==> src/rtl/conv_dot_engine.sv <==
// Multi-cycle dot-product engine: one N_ELEM-element IFM window against a
// runtime-loadable weight set, LANES products per accepted beat.
module conv_dot_engine #(
  parameter int DATA_W = 4,
  parameter int N_ELEM = 32,
  parameter int LANES  = 8,
  parameter int OUT_W  = 13
) (
  input  logic                      clk,
  input  logic                      rst_n,
  input  logic                      w_we,
  input  logic [$clog2(N_ELEM)-1:0] w_addr,
  input  logic [DATA_W-1:0]         w_data,
  input  logic                      signed_en,
  input  logic                      in_valid,
  output logic                      in_ready,
  input  logic [LANES*DATA_W-1:0]   in_data,
  output logic                      out_valid,
  input  logic                      out_ready,
  output logic [OUT_W-1:0]          out_data,
  output logic                      busy
);

  localparam int BEATS  = N_ELEM / LANES;
  localparam int ADDR_W = $clog2(N_ELEM);
  localparam int BEAT_W = (BEATS > 1) ? $clog2(BEATS) : 1;

  typedef enum logic [1:0] {S_IDLE, S_ACC, S_OUT} state_t;

  state_t              state_q, state_d;
  logic [BEAT_W-1:0]   beat_q, beat_d;
  logic [OUT_W-1:0]    acc_q, acc_d;
  logic [OUT_W-1:0]    out_data_q, out_data_d;
  logic                out_valid_q, out_valid_d;
  logic                mode_q, mode_d;
  logic [DATA_W-1:0]   weight_q [N_ELEM];
  logic [DATA_W-1:0]   weight_d [N_ELEM];

  logic                mode_eff;
  logic                accept;
  logic                last_beat;
  logic [DATA_W-1:0]   a_l, w_l;
  logic [OUT_W-1:0]    a_ext, w_ext;
  logic [ADDR_W-1:0]   idx;
  logic [OUT_W-1:0]    psum;
  logic [OUT_W-1:0]    sum;

  assign in_ready  = (state_q != S_OUT);
  assign busy      = (state_q != S_IDLE);
  assign out_valid = out_valid_q;
  assign out_data  = out_data_q;
  assign accept    = in_valid & in_ready;
  assign last_beat = (beat_q == BEAT_W'(BEATS - 1));

  // The first beat has no latched mode yet, so it uses signed_en directly.
  assign mode_eff = (state_q == S_IDLE) ? signed_en : mode_q;

  always_comb begin
    psum  = '0;
    a_l   = '0;
    w_l   = '0;
    a_ext = '0;
    w_ext = '0;
    idx   = '0;
    for (int unsigned l = 0; l < LANES; l++) begin
      a_l   = in_data[l*DATA_W +: DATA_W];
      idx   = ADDR_W'(beat_q * LANES + l);
      w_l   = weight_q[idx];
      a_ext = {{(OUT_W-DATA_W){mode_eff & a_l[DATA_W-1]}}, a_l};
      w_ext = {{(OUT_W-DATA_W){mode_eff & w_l[DATA_W-1]}}, w_l};
      psum  = psum + a_ext * w_ext;
    end
  end

  // A fresh window starts from a zero accumulator rather than clearing it on exit.
  assign sum = ((state_q == S_IDLE) ? '0 : acc_q) + psum;

  always_comb begin
    state_d     = state_q;
    beat_d      = beat_q;
    acc_d       = acc_q;
    out_data_d  = out_data_q;
    out_valid_d = out_valid_q;
    mode_d      = mode_q;
    weight_d    = weight_q;
    case (state_q)
      S_IDLE, S_ACC: begin
        if (accept) begin
          if (state_q == S_IDLE) mode_d = signed_en;
          if (last_beat) begin
            out_data_d  = sum;
            out_valid_d = 1'b1;
            state_d     = S_OUT;
          end else begin
            acc_d   = sum;
            beat_d  = beat_q + 1'b1;
            state_d = S_ACC;
          end
        end else if (state_q == S_IDLE && w_we && int'(w_addr) < N_ELEM) begin
          weight_d[w_addr] = w_data;
        end
      end
      S_OUT: begin
        if (out_ready) begin
          out_valid_d = 1'b0;
          beat_d      = '0;
          state_d     = S_IDLE;
        end
      end
      default: state_d = S_IDLE;
    endcase
  end

  always_ff @(posedge clk or negedge rst_n) begin
    if (!rst_n) begin
      state_q     <= S_IDLE;
      beat_q      <= '0;
      acc_q       <= '0;
      out_data_q  <= '0;
      out_valid_q <= 1'b0;
      mode_q      <= 1'b0;
      weight_q    <= '{default: '0};
    end else begin
      state_q     <= state_d;
      beat_q      <= beat_d;
      acc_q       <= acc_d;
      out_data_q  <= out_data_d;
      out_valid_q <= out_valid_d;
      mode_q      <= mode_d;
      weight_q    <= weight_d;
    end
  end

endmodule
==> config.mk <==
export PLATFORM = sky130hd
export DESIGN_NAME = conv_dot_engine
export DESIGN_NICKNAME = d
export VERILOG_FILES = /design/src/rtl/conv_dot_engine.sv
export SDC_FILE = /design/constraint.sdc
export NUM_CORES = 1
export LEC_CHECK = 0
export ABC_AREA = 1
export BUFFER_PORTS_ARGS = -buffer_cell sky130_fd_sc_hd__buf_2
export CAP_MARGIN = 25
export CORE_UTILIZATION = 50
export CTS_CLUSTER_SIZE = 30
export DETAILED_ROUTE_END_ITERATION = 16
export PLACE_DENSITY = 0.73
export REMOVE_ABC_BUFFERS = 1
export SYNTH_ARGS = -nofsm -noshare
export SYNTH_HDL_FRONTEND = slang
export SYNTH_SLANG_ARGS = --single-unit
==> constraint.sdc <==
create_clock -name clk -period 10.9 [get_ports clk]
set_input_delay 0.545 -clock clk [delete_from_list [all_inputs] [get_ports clk]]
set_output_delay 0.545 -clock clk [all_outputs]
set_load 0.01 [all_outputs]
==> qor_table.md, run 1 <==
| Parameter | This run | Unit |
|:---|:---|:---|
| Fraction of registers with async set/reset | 1.00 | - |
| Most prevalent standard cell on the critical path | fa_1 | - |
| Global-route met2 utilization | 0.442 | - |
| Number of unique standard cell types used by synthesis | 35 | - |
| Number of vias after detailed routing | 13294 | - |
| Number of design-rule violations left by the first detailed-router iteration | 1053 | - |
| Final nets | 2541 | - |
| Largest stage delay on the critical path | 630 | ps |
| Via count of the first global-routing pass | 14118 | - |
| Diode count | 0 | - |
| Synth Area per Inst | 8.32 | sq um |
| Met1 track utilization from global routing | 0.337 | - |
| Placement-stage cell area | 18000 | sq um |
| Sum of net half-perimeters after detailed placement | 34000 | um |
| Fin area | 18600 | sq um |
| Cells after DPL | 2544 | - |
| Top library cells by usage in the layout, fill and taps aside | nand2_1, inv_1, fa_1 | - |
| Worst Setup End Kind | flip-flop | - |
| Count of flip-flops with a built-in enable after synthesis | 0 | - |
| Fraction of final layout cells sized beyond drive strength 1 | 0.0550 | - |
| GR met3 Demand/Resource | 0.0360 | - |
| Setup slack on the worst flop-to-flop path | 1010 | ps |
| Worst setup slack after placement | 1050 | ps |
| Pre-Repair DR Iteration Count | 5 | - |
| Initial antenna violation count | 0 | - |
| Maximum capacitance violations | 0 | - |
| Crit-path max FO | 65 | - |
| Number of cells in the finished layout apart from fillers | 2577 | - |
| Num Clock Sinks | 160 | - |
| Most common cell after layout, fill and taps aside | nand2_1 | - |
| Worst setup skew after layout | 19.3 | ps |
| Top FF cell, synth | dfrtp_1 | - |
| Number of ports placed on the die boundary | 63 | - |
| First-pass GRT wire length | 70900 | um |
| Buf/Inv on CP | 10 | - |
| Fin crit period | 9890 | ps |
| CTS tree | yes | - |
| # resized after CTS | 0 | - |
| Crit Path Category | reg2reg | - |
| Floorplan die height | 187 | um |
| Antenna violation net count after detailed routing | 0 | - |
| Slowest cell on the critical path | fa_1 | - |
| Number of buffers inserted during clock tree synthesis | 17 | - |
| Count of endpoints failing hold in the final timing report | 0 | - |
| Seq cells post-synth | 160 | - |
| Clock slew at reported path FFs | 80 | ps |
| Worst-case headroom to the max-slew limit | 0.401 | - |
| Family with the most delay on the worst path | adder cells | - |
| Element type at the critical path start | flip-flop | - |
| Hold_buf cts | 0 | - |
| Filler cell count | 3084 | - |
| Synthesized cell area | 17200 | sq um |
| Type of the most critical hold path | in2async | - |
| Final routed DRC violation total | 0 | - |
| Cell count after synthesis | 2067 | - |
| Final TNS setup | 0 | ps |
| Worst skew pair latency | 460 | ps |
| Total length of routed wires | 41900 | um |
| Crit share post-route | 0.907 | - |
| Maximum buffer depth of the clock tree | 2 | - |
| Most utilized layer in the global route result | met2 | - |
| GRT Total Usage | 0.257 | - |
| Buffers added on ports | 62 | - |
| Average wire per standard cell | 16.3 | um |
| Fmax achieved | 0.101 | GHz |
| Maximum number of pins on one net before global-route repair | 84 | - |
| Width of the die | 187 | um |
| Number of pins exceeding their max-slew limit in the final report | 0 | - |
| Worst path setup slack after routing | 1010 | ps |
| RSZ-0062 raised after global routing | no | - |
| Run status | finished clean | - |
| Pin slew with the least headroom to its limit | 892 | ps |
| Count of standard-cell rows | 67 | - |
| Number of post-CTS setup repair buffers | 0 | - |
| Initial standard-cell utilization of the core | 0.510 | - |
| Placer congestion estimate | 0.911 | - |
| CTS Root Cell | clkbuf_16 | - |
| Share of the yosys chip area belonging to registers | 0.233 | - |
| Clock H-tree levels | 4 | - |
| Die outline area | 35100 | sq um |
| Floorplan Core Area | 33700 | sq um |
| Arrival time of the worst setup path | 10240 | ps |
| Number of vias per cell after detailed routing | 5.16 | - |
| Count of warnings emitted by yosys | 0 | - |
| Sum of overflow across all layers after global routing | 0 | - |
| Finish-stage setup viols | 0 | - |
| Critical Path RT | 11260 | ps |
| Synthesis-to-finish area growth | 8.33 | % |
cell usage after synthesis (15+ instances only):
master    count  area (sq um)
a21oi_1      24           120
nand2_1     462          1730
o21ai_1      15          75.1
o21ai_0     152           761
dfrtp_1     160          4000
ha_1        119          1490
nand3_1     104           521
inv_1       459          1720
clkbuf_1     24          90.1
xor2_1       25           219
xnor2_1      24           210
nor2_1      183           687
fa_1        259          5180
logic make-up (layout without fill, tap and decap cells):
logic type,count (synthesis),after routing,share of synthesized area
compound gates,206,206,0.0622
simple gates,772,772,0.181
xor+xnor,49,49,0.0250
buf+inv,502,564,0.111
flops,160,160,0.233
fa+ha+maj,378,378,0.388
worst register-to-register path, delay by kind of cell (launching register included):
family / cells / cell delay [ps]
fa+ha+maj: 12 / 6000
simple gates: 10 / 1230
buf+inv: 10 / 1220
compound gates: 5 / 790
flops: 1 / 370
xor+xnor: 1 / 180
sequential cells by signal, summed over array words and instances (netlist names):
signal,flops
acc_q,13
state_q,2
mode_q,1
beat_q,2
out_data,13
weight_q,128
out_valid,1
worst paths after layout:
kind,start,cells after the start,end
worst max-delay path,beat_q[0],38,acc_q[12]
worst min-delay path,rst_n,1,out_valid
worst max register to register,beat_q[0],38,acc_q[12]
worst min register to register,out_data[9],2,out_data[9]
max in group asynchronous,rst_n,3,weight_q[24]
min in group clk,out_ready,2,state_q[1]
stage by stage:
step / hold WS [ps] / utilization
2_1_floorplan: 249 / -
3_3_place_gp: 463 / 0.532
3_5_place_dp: 465 / 0.534
4_1_cts: 162 / 0.552
5_1_grt: 206 / 0.553
6_report: 144 / 0.553
area by class of cell:
| class | instances | area, sq um | area share |
|---|---|---|---|
| inverters | 460 | 1730 | 0.0927 |
| multi-input cells | 1405 | 11300 | 0.605 |
| clock buffers | 17 | 425 | 0.0228 |
| well taps | 448 | 561 | 0.0301 |
| clock inverters | 15 | 168 | 0.00900 |
| repair buffers | 72 | 467 | 0.0251 |
| flip-flops and latches | 160 | 4010 | 0.215 |
routing by layer:
| metal | routed length [um] | up-vias |
|---|---|---|
| met3 | 2340 | 70 |
| met5 | 0 | - |
| met1 | 18000 | 6532 |
| met4 | 1010 | 0 |
| li1 | - | 6293 |
| met2 | 20500 | 399 |
Power of run 1 is left out: the tool's default activity adds up to more than one toggle a clock period on the data nets, which glitch-free logic cannot reach.
==> inputs of run 2 (changes only) <==
Settings changed: CORE_MARGIN from default to 2.
==> qor_table.md, run 2 (synthesis gave the netlist of run 1 again) <==
| Parameter | This run | Unit | vs previous |
|:---|:---|:---|:---|
| Clock H-tree levels | 4 | - | unchanged |
| Run status | finished clean | - |  |
| Diode count | 0 | - | unchanged |
| Sum of overflow across all layers after global routing | 0 | - | unchanged |
| Average wire per standard cell | 15.9 | um | -2.4% |
| Pin slew with the least headroom to its limit | 870 | ps | -22.7 ps |
| Register area | 4010 | sq um | unchanged |
| Pre-Repair DR Iteration Count | 6 | - | +1 |
| Number of vias after detailed routing | 13139 | - | -1.2% |
| Setup slack on the worst flop-to-flop path | 1020 | ps | about the same |
| Initial antenna violation count | 0 | - | unchanged |
| Buffers added on ports | 62 | - | unchanged |
| Synthesis-to-finish area growth | 8.30 | % | about the same |
| Largest stage delay on the critical path | 640 | ps | about the same |
| Worst setup slack after placement | 1040 | ps | -12.7 ps |
| Fraction of final layout cells sized beyond drive strength 1 | 0.0554 | - | +0.000444 |
| Crit-path max FO | 33 | - | -49% |
| Maximum buffer depth of the clock tree | 2 | - | unchanged |
| Placer congestion estimate | 0.912 | - | about the same |
| Worst setup skew after layout | 14.4 | ps | -4.86 ps |
| Floorplan Core Area | 33700 | sq um | unchanged |
| Width of the die | 189 | um | +1.1% |
| Clock slew at reported path FFs | 70 | ps | about the same |
| Total length of routed wires | 40900 | um | -2.3% |
| Crit share post-route | 0.907 | - | about the same |
| Num Clock Sinks | 160 | - | unchanged |
| Number of post-CTS setup repair buffers | 0 | - | unchanged |
| Most common cell after layout, fill and taps aside | nand2_1 | - |  |
| Footprint of the multi-input gates | 11300 | sq um | unchanged |
| Worst path setup slack after routing | 1020 | ps | +2.47 ps |
| Maximum capacitance violations | 0 | - | unchanged |
| Hold_buf cts | 0 | - | unchanged |
| Type of the most critical hold path | in2async | - |  |
| Worst skew pair latency | 450 | ps | about the same |
| Floorplan die height | 189 | um | +1.1% |
| Count of standard-cell rows | 67 | - | unchanged |
| Antenna violation net count after detailed routing | 0 | - | unchanged |
| Worst Setup End Kind | flip-flop | - |  |
| Maximum number of pins on one net before global-route repair | 59 | - | -30% |
| Number of flip-flops under the largest register name | 128 | - | unchanged |
| Arrival time of the worst setup path | 10220 | ps | -20 ps |
| Critical Path RT | 11240 | ps | -20 ps |
| Placement-stage cell area | 18000 | sq um | about the same |
| Fin crit period | 9880 | ps | -2.47 ps |
| First-pass GRT wire length | 68900 | um | -2.7% |
| Final routed DRC violation total | 0 | - | unchanged |
| Via count of the first global-routing pass | 13725 | - | -2.8% |
| Final TNS setup | 0 | ps | unchanged |
| Number of vias per cell after detailed routing | 5.10 | - | -1.2% |
| Top library cells by usage in the layout, fill and taps aside | nand2_1, inv_1, fa_1 | - |  |
| CTS tree | yes | - |  |
| RSZ-0062 raised after global routing | no | - |  |
| Filler cell count | 3161 | - | +2.5% |
| Slowest cell on the critical path | fa_1 | - |  |
| Number of pins exceeding their max-slew limit in the final report | 0 | - | unchanged |
| Number of design-rule violations left by the first detailed-router iteration | 890 | - | -15% |
| Largest register by flop count | weight_q | - |  |
| Finish-stage setup viols | 0 | - | unchanged |
| Die outline area | 35900 | sq um | +2.1% |
| Most prevalent standard cell on the critical path | fa_1 | - |  |
| GRT Total Usage | 0.246 | - | -0.0108 |
| Initial standard-cell utilization of the core | 0.510 | - | unchanged |
| CTS Root Cell | clkbuf_16 | - |  |
| Crit Path Category | reg2reg | - |  |
| Number of buffers inserted during clock tree synthesis | 17 | - | unchanged |
| Element type at the critical path start | flip-flop | - |  |
| # resized after CTS | 0 | - | unchanged |
| Worst-case headroom to the max-slew limit | 0.420 | - | +0.0196 |
| Count of endpoints failing hold in the final timing report | 0 | - | unchanged |
| Fin area | 18600 | sq um | about the same |
| Fmax achieved | 0.101 | GHz | about the same |
| Sum of net half-perimeters after detailed placement | 33600 | um | -1.2% |
| Number of ports placed on the die boundary | 63 | - | unchanged |
| Final nets | 2542 | - | +0.039% |
run 2: cell types whose count changed in the layout (fill, tap and decap cells not counted), sizes merged:
cell and delta:
clkbuf +1, inv -2, bufinv +1, buf +1
run 2: cell type report:
cell class / count / share of cell area
clock buffers: 18 / 0.0236
flip-flops and latches: 160 / 0.215
clock inverters: 14 / 0.00799
repair buffers: 73 / 0.0251
inverters: 460 / 0.0927
well taps: 448 / 0.0301
multi-input cells: 1405 / 0.606
run 2: per-stage QoR:
step                hold WS [ps]   util  instances
floorplan                    249      -       2025
global placement             461  0.532       2542
detailed placement           469  0.535       2545
CTS                         63.1  0.552       2577
global route                88.4  0.553       2578
finish                      57.5  0.553       2578
run 2: critical path: cells and delay by family, from the launching register on:
family | cells | cell delay, ps
xor+xnor | 1 | 180
fa+ha+maj | 12 | 5980
compound gates | 5 | 820
simple gates | 10 | 1190
flops | 1 | 500
buf+inv | 10 | 1080
run 2: path summary, 6_finish.rpt:
path	startpoint	cells past startpoint	to
max	beat_q[0]	38	out_data[12]
min in group clk	in_valid	2	state_q[0]
max in group asynchronous	rst_n	3	weight_q[6]
min reg2reg	out_data[2]	2	out_data[2]
max reg2reg	beat_q[0]	38	out_data[12]
min	rst_n	1	weight_q[116]
run 2: metal layers:
layer | share of wire | GRT usage | up-vias | routed length (um)
li1 | - | - | 6290 | -
met5 | 0 | 0 | - | 0
met3 | 0.055 | 0.0361 | 59 | 2260
met4 | 0.021 | 0.0683 | 0 | 871
met2 | 0.49 | 0.420 | 347 | 19900
met1 | 0.44 | 0.330 | 6443 | 17900
Power of run 2 is left out for the same reason.
